$ cat src/rtl/hazard_control_unit_if.sv
// Hazard control bundle between the pipeline datapath and the hazard control unit.
// master = pipeline side (drives hazard inputs), slave = hazard control unit.
interface hazard_control_unit_if;
    logic        ID_EX_MR;
    logic        ID_EX_RW;
    logic [4:0]  ID_EX_DA;
    logic        EX_MEM_MR;
    logic [4:0]  EX_MEM_DA;
    logic [4:0]  AA;
    logic [4:0]  BA;
    logic        USE_B;
    logic        BR;
    logic        BR_TAKEN;
    logic        HALT;
    logic        MEM_BUSY;
    logic        PC_WE;
    logic        IF_ID_WE;
    logic        ID_EX_WE;
    logic        EX_MEM_WE;
    logic        MEM_WB_WE;
    logic        IF_ID_FLUSH;
    logic        ID_EX_FLUSH;
    logic        HALTED;
    logic [15:0] STALL_CNT;

    modport master (
        output ID_EX_MR, ID_EX_RW, ID_EX_DA, EX_MEM_MR, EX_MEM_DA,
               AA, BA, USE_B, BR, BR_TAKEN, HALT, MEM_BUSY,
        input  PC_WE, IF_ID_WE, ID_EX_WE, EX_MEM_WE, MEM_WB_WE,
               IF_ID_FLUSH, ID_EX_FLUSH, HALTED, STALL_CNT
    );

    modport slave (
        input  ID_EX_MR, ID_EX_RW, ID_EX_DA, EX_MEM_MR, EX_MEM_DA,
               AA, BA, USE_B, BR, BR_TAKEN, HALT, MEM_BUSY,
        output PC_WE, IF_ID_WE, ID_EX_WE, EX_MEM_WE, MEM_WB_WE,
               IF_ID_FLUSH, ID_EX_FLUSH, HALTED, STALL_CNT
    );
endinterface

$ cat src/rtl/hazard_control_unit.sv
// Pipeline hazard control: load-use/branch stalls, branch flush, HALT drain.
// Define HAZARD_PERF_CNT_EN to build the saturating STALL_CNT counter; otherwise it reads 0.
//
// state    | meaning
// ---------+------------------------------------------------------------
// ST_RUN   | normal issue; stalls/flushes from hazard detection
// ST_DRAIN | HALT in flight; fetch frozen while older instructions retire
// ST_HALTED| pipeline empty and stopped; only rst leaves
module hazard_control_unit (
    input  logic clk,
    input  logic rst,
    hazard_control_unit_if.slave hcu
);

    typedef enum logic [1:0] {
        ST_RUN,
        ST_DRAIN,
        ST_HALTED
    } state_t;

    state_t     state;
    logic [1:0] drain_cnt;

    logic lu_hazard;
    logic bh_hazard;
    logic stall;
    logic pc_we;

    assign lu_hazard = hcu.ID_EX_MR && (hcu.ID_EX_DA != 5'd0) &&
                       ((hcu.ID_EX_DA == hcu.AA) ||
                        (hcu.USE_B && (hcu.ID_EX_DA == hcu.BA)));

    // A branch resolves in ID, so it waits for any producer still in EX or a load in MEM.
    assign bh_hazard = hcu.BR &&
                       ((hcu.ID_EX_RW && (hcu.ID_EX_DA != 5'd0) &&
                         ((hcu.ID_EX_DA == hcu.AA) || (hcu.ID_EX_DA == hcu.BA))) ||
                        (hcu.EX_MEM_MR && (hcu.EX_MEM_DA != 5'd0) &&
                         ((hcu.EX_MEM_DA == hcu.AA) || (hcu.EX_MEM_DA == hcu.BA))));

    assign stall = lu_hazard || bh_hazard;

    always_ff @(posedge clk) begin
        if (rst) begin
            state     <= ST_RUN;
            drain_cnt <= 2'd0;
        end else begin
            case (state)
                ST_RUN: begin
                    if (!hcu.MEM_BUSY && !stall && hcu.HALT) begin
                        state     <= ST_DRAIN;
                        drain_cnt <= 2'd3;
                    end
                end
                ST_DRAIN: begin
                    if (!hcu.MEM_BUSY) begin
                        if (drain_cnt == 2'd1) begin
                            state     <= ST_HALTED;
                            drain_cnt <= 2'd0;
                        end else begin
                            drain_cnt <= drain_cnt - 2'd1;
                        end
                    end
                end
                ST_HALTED: begin
                    state <= ST_HALTED;
                end
                default: begin
                    state     <= ST_RUN;
                    drain_cnt <= 2'd0;
                end
            endcase
        end
    end

    logic if_id_we;
    logic id_ex_we;
    logic ex_mem_we;
    logic mem_wb_we;
    logic if_id_flush;
    logic id_ex_flush;
    logic halted;

    always_comb begin
        pc_we       = 1'b0;
        if_id_we    = 1'b0;
        id_ex_we    = 1'b0;
        ex_mem_we   = 1'b0;
        mem_wb_we   = 1'b0;
        if_id_flush = 1'b0;
        id_ex_flush = 1'b0;
        halted      = 1'b0;
        if (!rst) begin
            case (state)
                ST_RUN: begin
                    if (!hcu.MEM_BUSY) begin
                        pc_we     = 1'b1;
                        if_id_we  = 1'b1;
                        id_ex_we  = 1'b1;
                        ex_mem_we = 1'b1;
                        mem_wb_we = 1'b1;
                        if (stall) begin
                            pc_we       = 1'b0;
                            if_id_we    = 1'b0;
                            id_ex_flush = 1'b1;
                        end else if (hcu.HALT) begin
                            // HALT moves on to EX; the slot behind it is squashed.
                            pc_we       = 1'b0;
                            if_id_flush = 1'b1;
                        end else if (hcu.BR_TAKEN) begin
                            if_id_flush = 1'b1;
                        end
                    end
                end
                ST_DRAIN: begin
                    if (!hcu.MEM_BUSY) begin
                        id_ex_we    = 1'b1;
                        ex_mem_we   = 1'b1;
                        mem_wb_we   = 1'b1;
                        id_ex_flush = 1'b1;
                    end
                end
                ST_HALTED: begin
                    halted = 1'b1;
                end
                default: begin
                    halted = 1'b0;
                end
            endcase
        end
    end

    assign hcu.PC_WE       = pc_we;
    assign hcu.IF_ID_WE    = if_id_we;
    assign hcu.ID_EX_WE    = id_ex_we;
    assign hcu.EX_MEM_WE   = ex_mem_we;
    assign hcu.MEM_WB_WE   = mem_wb_we;
    assign hcu.IF_ID_FLUSH = if_id_flush;
    assign hcu.ID_EX_FLUSH = id_ex_flush;
    assign hcu.HALTED      = halted;

`ifdef HAZARD_PERF_CNT_EN
    logic [15:0] stall_cnt_q;

    always_ff @(posedge clk) begin
        if (rst) begin
            stall_cnt_q <= 16'd0;
        end else if (((state == ST_RUN) || (state == ST_DRAIN)) && !pc_we &&
                     (stall_cnt_q != 16'hFFFF)) begin
            stall_cnt_q <= stall_cnt_q + 16'd1;
        end
    end

    assign hcu.STALL_CNT = stall_cnt_q;
`else
    assign hcu.STALL_CNT = 16'd0;
`endif

endmodule

$ cat src/flat_wrapper.sv
// flat-port wrapper written by rule: the top's interface ports become plain ports
module hazard_control_unit_flat 
  (clk, rst, hcu_ID_EX_MR, hcu_ID_EX_RW, hcu_ID_EX_DA, hcu_EX_MEM_MR, hcu_EX_MEM_DA, hcu_AA, hcu_BA, hcu_USE_B, hcu_BR, hcu_BR_TAKEN, hcu_HALT, hcu_MEM_BUSY, hcu_PC_WE, hcu_IF_ID_WE, hcu_ID_EX_WE, hcu_EX_MEM_WE, hcu_MEM_WB_WE, hcu_IF_ID_FLUSH, hcu_ID_EX_FLUSH, hcu_HALTED, hcu_STALL_CNT);
  hazard_control_unit_if hcu_i ();
  input  logic clk;
  input  logic rst;
  input wire logic [$bits(hcu_i.ID_EX_MR)-1:0] hcu_ID_EX_MR;
  input wire logic [$bits(hcu_i.ID_EX_RW)-1:0] hcu_ID_EX_RW;
  input wire logic [$bits(hcu_i.ID_EX_DA)-1:0] hcu_ID_EX_DA;
  input wire logic [$bits(hcu_i.EX_MEM_MR)-1:0] hcu_EX_MEM_MR;
  input wire logic [$bits(hcu_i.EX_MEM_DA)-1:0] hcu_EX_MEM_DA;
  input wire logic [$bits(hcu_i.AA)-1:0] hcu_AA;
  input wire logic [$bits(hcu_i.BA)-1:0] hcu_BA;
  input wire logic [$bits(hcu_i.USE_B)-1:0] hcu_USE_B;
  input wire logic [$bits(hcu_i.BR)-1:0] hcu_BR;
  input wire logic [$bits(hcu_i.BR_TAKEN)-1:0] hcu_BR_TAKEN;
  input wire logic [$bits(hcu_i.HALT)-1:0] hcu_HALT;
  input wire logic [$bits(hcu_i.MEM_BUSY)-1:0] hcu_MEM_BUSY;
  output wire logic [$bits(hcu_i.PC_WE)-1:0] hcu_PC_WE;
  output wire logic [$bits(hcu_i.IF_ID_WE)-1:0] hcu_IF_ID_WE;
  output wire logic [$bits(hcu_i.ID_EX_WE)-1:0] hcu_ID_EX_WE;
  output wire logic [$bits(hcu_i.EX_MEM_WE)-1:0] hcu_EX_MEM_WE;
  output wire logic [$bits(hcu_i.MEM_WB_WE)-1:0] hcu_MEM_WB_WE;
  output wire logic [$bits(hcu_i.IF_ID_FLUSH)-1:0] hcu_IF_ID_FLUSH;
  output wire logic [$bits(hcu_i.ID_EX_FLUSH)-1:0] hcu_ID_EX_FLUSH;
  output wire logic [$bits(hcu_i.HALTED)-1:0] hcu_HALTED;
  output wire logic [$bits(hcu_i.STALL_CNT)-1:0] hcu_STALL_CNT;
  assign hcu_i.ID_EX_MR = hcu_ID_EX_MR;
  assign hcu_i.ID_EX_RW = hcu_ID_EX_RW;
  assign hcu_i.ID_EX_DA = hcu_ID_EX_DA;
  assign hcu_i.EX_MEM_MR = hcu_EX_MEM_MR;
  assign hcu_i.EX_MEM_DA = hcu_EX_MEM_DA;
  assign hcu_i.AA = hcu_AA;
  assign hcu_i.BA = hcu_BA;
  assign hcu_i.USE_B = hcu_USE_B;
  assign hcu_i.BR = hcu_BR;
  assign hcu_i.BR_TAKEN = hcu_BR_TAKEN;
  assign hcu_i.HALT = hcu_HALT;
  assign hcu_i.MEM_BUSY = hcu_MEM_BUSY;
  assign hcu_PC_WE = hcu_i.PC_WE;
  assign hcu_IF_ID_WE = hcu_i.IF_ID_WE;
  assign hcu_ID_EX_WE = hcu_i.ID_EX_WE;
  assign hcu_EX_MEM_WE = hcu_i.EX_MEM_WE;
  assign hcu_MEM_WB_WE = hcu_i.MEM_WB_WE;
  assign hcu_IF_ID_FLUSH = hcu_i.IF_ID_FLUSH;
  assign hcu_ID_EX_FLUSH = hcu_i.ID_EX_FLUSH;
  assign hcu_HALTED = hcu_i.HALTED;
  assign hcu_STALL_CNT = hcu_i.STALL_CNT;
  hazard_control_unit u_core (.clk(clk), .rst(rst), .hcu(hcu_i));
endmodule
$ cat config.mk
export PLATFORM = sky130hd
export DESIGN_NAME = hazard_control_unit_flat
export DESIGN_NICKNAME = d
export VERILOG_FILES = /design/src/rtl/hazard_control_unit_if.sv /design/src/rtl/hazard_control_unit.sv /design/src/flat_wrapper.sv
export SDC_FILE = /design/constraint.sdc
export NUM_CORES = 1
export LEC_CHECK = 0
export BUFFER_PORTS_ARGS = -buffer_cell sky130_fd_sc_hd__buf_2
export CAP_MARGIN = 20
export CELL_PAD_IN_SITES_DETAIL_PLACEMENT = 0
export CELL_PAD_IN_SITES_GLOBAL_PLACEMENT = 1
export CORE_ASPECT_RATIO = 0.7
export CORE_UTILIZATION = 28
export CTS_CLUSTER_SIZE = 28
export DETAILED_ROUTE_END_ITERATION = 6
export PLACE_DENSITY = 0.85
export SETUP_SLACK_MARGIN = 0.1
export SYNTH_ARGS = -nofsm -noshare
export SYNTH_HDL_FRONTEND = slang
export SYNTH_SLANG_ARGS = --single-unit
$ cat constraint.sdc
create_clock -name clk -period 5.3 [get_ports clk]
set_input_delay 0.795 -clock clk [delete_from_list [all_inputs] [get_ports clk]]
set_output_delay 0.795 -clock clk [all_outputs]
set_load 0.05 [all_outputs]
==> flow_summary_export.csv <==
group,metric,value,unit
power_and_ir_drop,power_density,214,nW/um^2
floorplan,die_y,44.4,um
route,route.detailed.drc,0,
synth,ys_seq_elements,4,
synth,ys_top_cells_by_count,"20 x xnor2_1, 18 x buf_4, 9 x nor2_1, 7 x inv_1",
finish,final_area,888,um^2
floorplan,dieArea,2780,um^2
route,vias,725,
synth,syn_area,719,um^2
clock_network,clock_latency,0.25,ns
finish,layout.nets,169,
synth,synth_top_family_by_area,"XOR/XNOR gates",
sta,fin_setup_tns,0,ns
synth,synth_area_leader_cell,"xnor2_1",
sta,period_share,60.5,%
synth,synthArstFlopShare,0,%
synth,synth_ff_type,"dfxtp_1",
worst_hold_path,hold_depth,1,
critical_path,arrival,2.41,ns
synth,synth.distinct_cells,28,
sta,drv_slew,0,
synth,yosysMostFrequentCell,"xnor2_1",
floorplan,ios,54,
grt,grt_pass1_wl,2860,um
placement,dp_hpwl,1520,um
sta,grt_setup_unrepaired,"no",
finish,fillers,243,
worst_hold_path,hp-class,"flip-flop to flip-flop",
synth,synth_edf_count,0,
sta,finClkSkew,0.00787,ns
finish,area_growth,23.5,%
sta,hold_violations,0,
grt,grt_max_degree,8,
grt,track_usage,13.1,%
critical_path,worstSetupEndpointType,"output pin",
clock_network,post_cts_resized,0,
clock_network,clockBufferDepth,2,
clock_network,cts_setup_buffers,0,
sta,max_freq,312,MHz
clock_network,root_buffer,"clkbuf_4",
grt,grt_antenna_before_repair,0,
power_and_ir_drop,vdd_drop_max,0.0770,mV
finish,n_antenna_cell,0,
sta,finalCriticalPeriod,3.21,ns
critical_path,crit_fanout,3,
clock_network,htreeDepth,1,
synth,synth-adder-area-share,6.96,%
synth,synth_warnings,0,
synth,yosys.area_share.simple,15.7,%
placement,port_buffers,37,
synth,netlist_instances,96,
clock_network,cts_buffers,3,
synth,synth_compound_area_share,19.0,%
outcome,outcome,"finished, final reports clean",
clock_network,path_clk_slew,0.04,ns
critical_path,criticalPathCategory,"primary input to output pin",
power_and_ir_drop,finalPower,0.190,mW
critical_path,start_kind,"primary input",
route,wl,1760,um
grt,first_global_vias,685,
route,vias_per_cell,4.39,
power_and_ir_drop,p_leak,0.424,nW
synth,syn_avg_cell_area,7.49,um^2
route,drt_iter0_drc,17,
clock_network,cts.sinks,4,
grt,grt_overflow,0,
floorplan,core_area,2280,um^2
clock_network,hold_buffers,0,
route,first_pass_iters,4,
floorplan,rows,14,
critical_path,r2r_cells,6,
synth,synthTopCellsByArea,"xnor2_1 24%, buf_4 19%, dfxtp_1 11%",
placement,dpl_cell_area,866,um^2
flow_run,maxCapViolCount,0,
clock_network,cts_tree,"built",
placement,gp_congestion,0.924,
floorplan,start_util,31.6,%
finish,layout-drive-gt1-share,30.8,%
synth,synth_top_area_share,24.3,%
floorplan,die_w,62.6,um
sta,setup_violations,0,
synth,synth.area.mux_share,0,%
synth,synth-xor-area-share,24.3,%
route,wl_per_cell,10.6,um
route,ant_nets,0,
critical_path,crit_required,4.51,ns
synth,synth_seq_area_share,11.1,%
## power by group
part	switching (mW)	internal, mW
sequential	0.00271	0.0347
combinational	0.0765	0.0364
clock	0.0147	0.0255
## metal layers
layer | part of all wire (%) | vias to the layer above | wire length (um) | GRT usage [%]
met1 | 41 | 334 | 728 | 14.0
met2 | 53 | 25 | 931 | 25.7
met4 | 0.11 | 0 | 2 | 3.26
li1 | - | 364 | - | -
met5 | 0 | - | 0 | 0
met3 | 5.3 | 2 | 93 | 4.12
## cells by family (layout without fill, tap and decap cells)
family | Yosys count | in the layout
other | 1 | 16
AOI/OAI and AO/OA | 18 | 18
xor gates and xnor gates | 20 | 20
buffers and inverters | 25 | 47
and+or+nand+nor | 24 | 24
DFF | 4 | 4
adders and majority gates | 4 | 4
## flip-flops by register name, summed over array words and instances (netlist names)
register / cells
u_core.drain_cnt: 2
u_core.state: 2
## critical path, cell delays in order
cell and delay, ns:
buf_2 0.12, or4_1 0.51, o22a_1 0.22, a22oi_1 0.21, nand3_1 0.16, nor2_1 0.13
buf_2 0.27
## cell type report
| type | instances | area (um^2) | area share [%] |
|---|---|---|---|
| clock buffers | 3 | 22.5 | 2.54 |
| inverters | 7 | 26.3 | 2.96 |
| multi-input cells | 82 | 534 | 60.1 |
| flip-flops and latches | 4 | 80.1 | 9.01 |
| well taps | 32 | 40.0 | 4.51 |
| repair buffers | 37 | 185 | 20.8 |
## metrics by stage
step / util (%) / hold WS, ns / cells / setup WS [ns]
after global placement: 38.0 / 0.455 / 162 / 2.15
after CTS: 39.0 / 0.470 / 165 / 2.11
final: 39.0 / 0.466 / 165 / 2.09
after floorplan: - / 0.441 / 111 / 1.90
after global routing: 39.0 / 0.496 / 165 / 2.03
after detailed placement: 38.0 / 0.461 / 162 / 2.13
## cell usage in the layout (no fill, tap or decap), drive strengths merged
| cell type | netlist | final |
|---|---|---|
| a2111o | 1 | 1 |
| a21oi | 2 | 2 |
| nand2 | 4 | 4 |
| nor2 | 9 | 9 |
| a21o | 1 | 1 |
| dfxtp | 4 | 4 |
| inv | 7 | 7 |
| xnor2 | 20 | 20 |
| nor3 | 2 | 2 |
| o22ai | 2 | 2 |
| o21a | 4 | 4 |
| o311a | 1 | 1 |
| and2 | 1 | 1 |
| clkbuf | 0 | 3 |
| a22oi | 1 | 1 |
| or4 | 1 | 1 |
| a211oi | 1 | 1 |
| nand4 | 1 | 1 |
| o21ai | 1 | 1 |
| or3 | 1 | 1 |
| buf | 18 | 37 |
| o41ai | 1 | 1 |
| o22a | 1 | 1 |
| a221o | 1 | 1 |
| a21boi | 1 | 1 |
| ha | 4 | 4 |
| nor2b | 1 | 1 |
| nand3 | 4 | 4 |
| conb | 1 | 16 |
## final timing paths
| kind | from | slack, ns | to |
|---|---|---|---|
| max | hcu_ID_EX_DA[0] | 2.09 | hcu_IF_ID_FLUSH |
| min | u_core.drain_cnt[1] | 0.47 | u_core.drain_cnt[1] |
| min reg2reg | u_core.drain_cnt[1] | 0.47 | u_core.drain_cnt[1] |
| max reg2reg | u_core.state[1] | 3.85 | u_core.state[1] |
No activity file was read; power rests on OpenSTA's default activity.
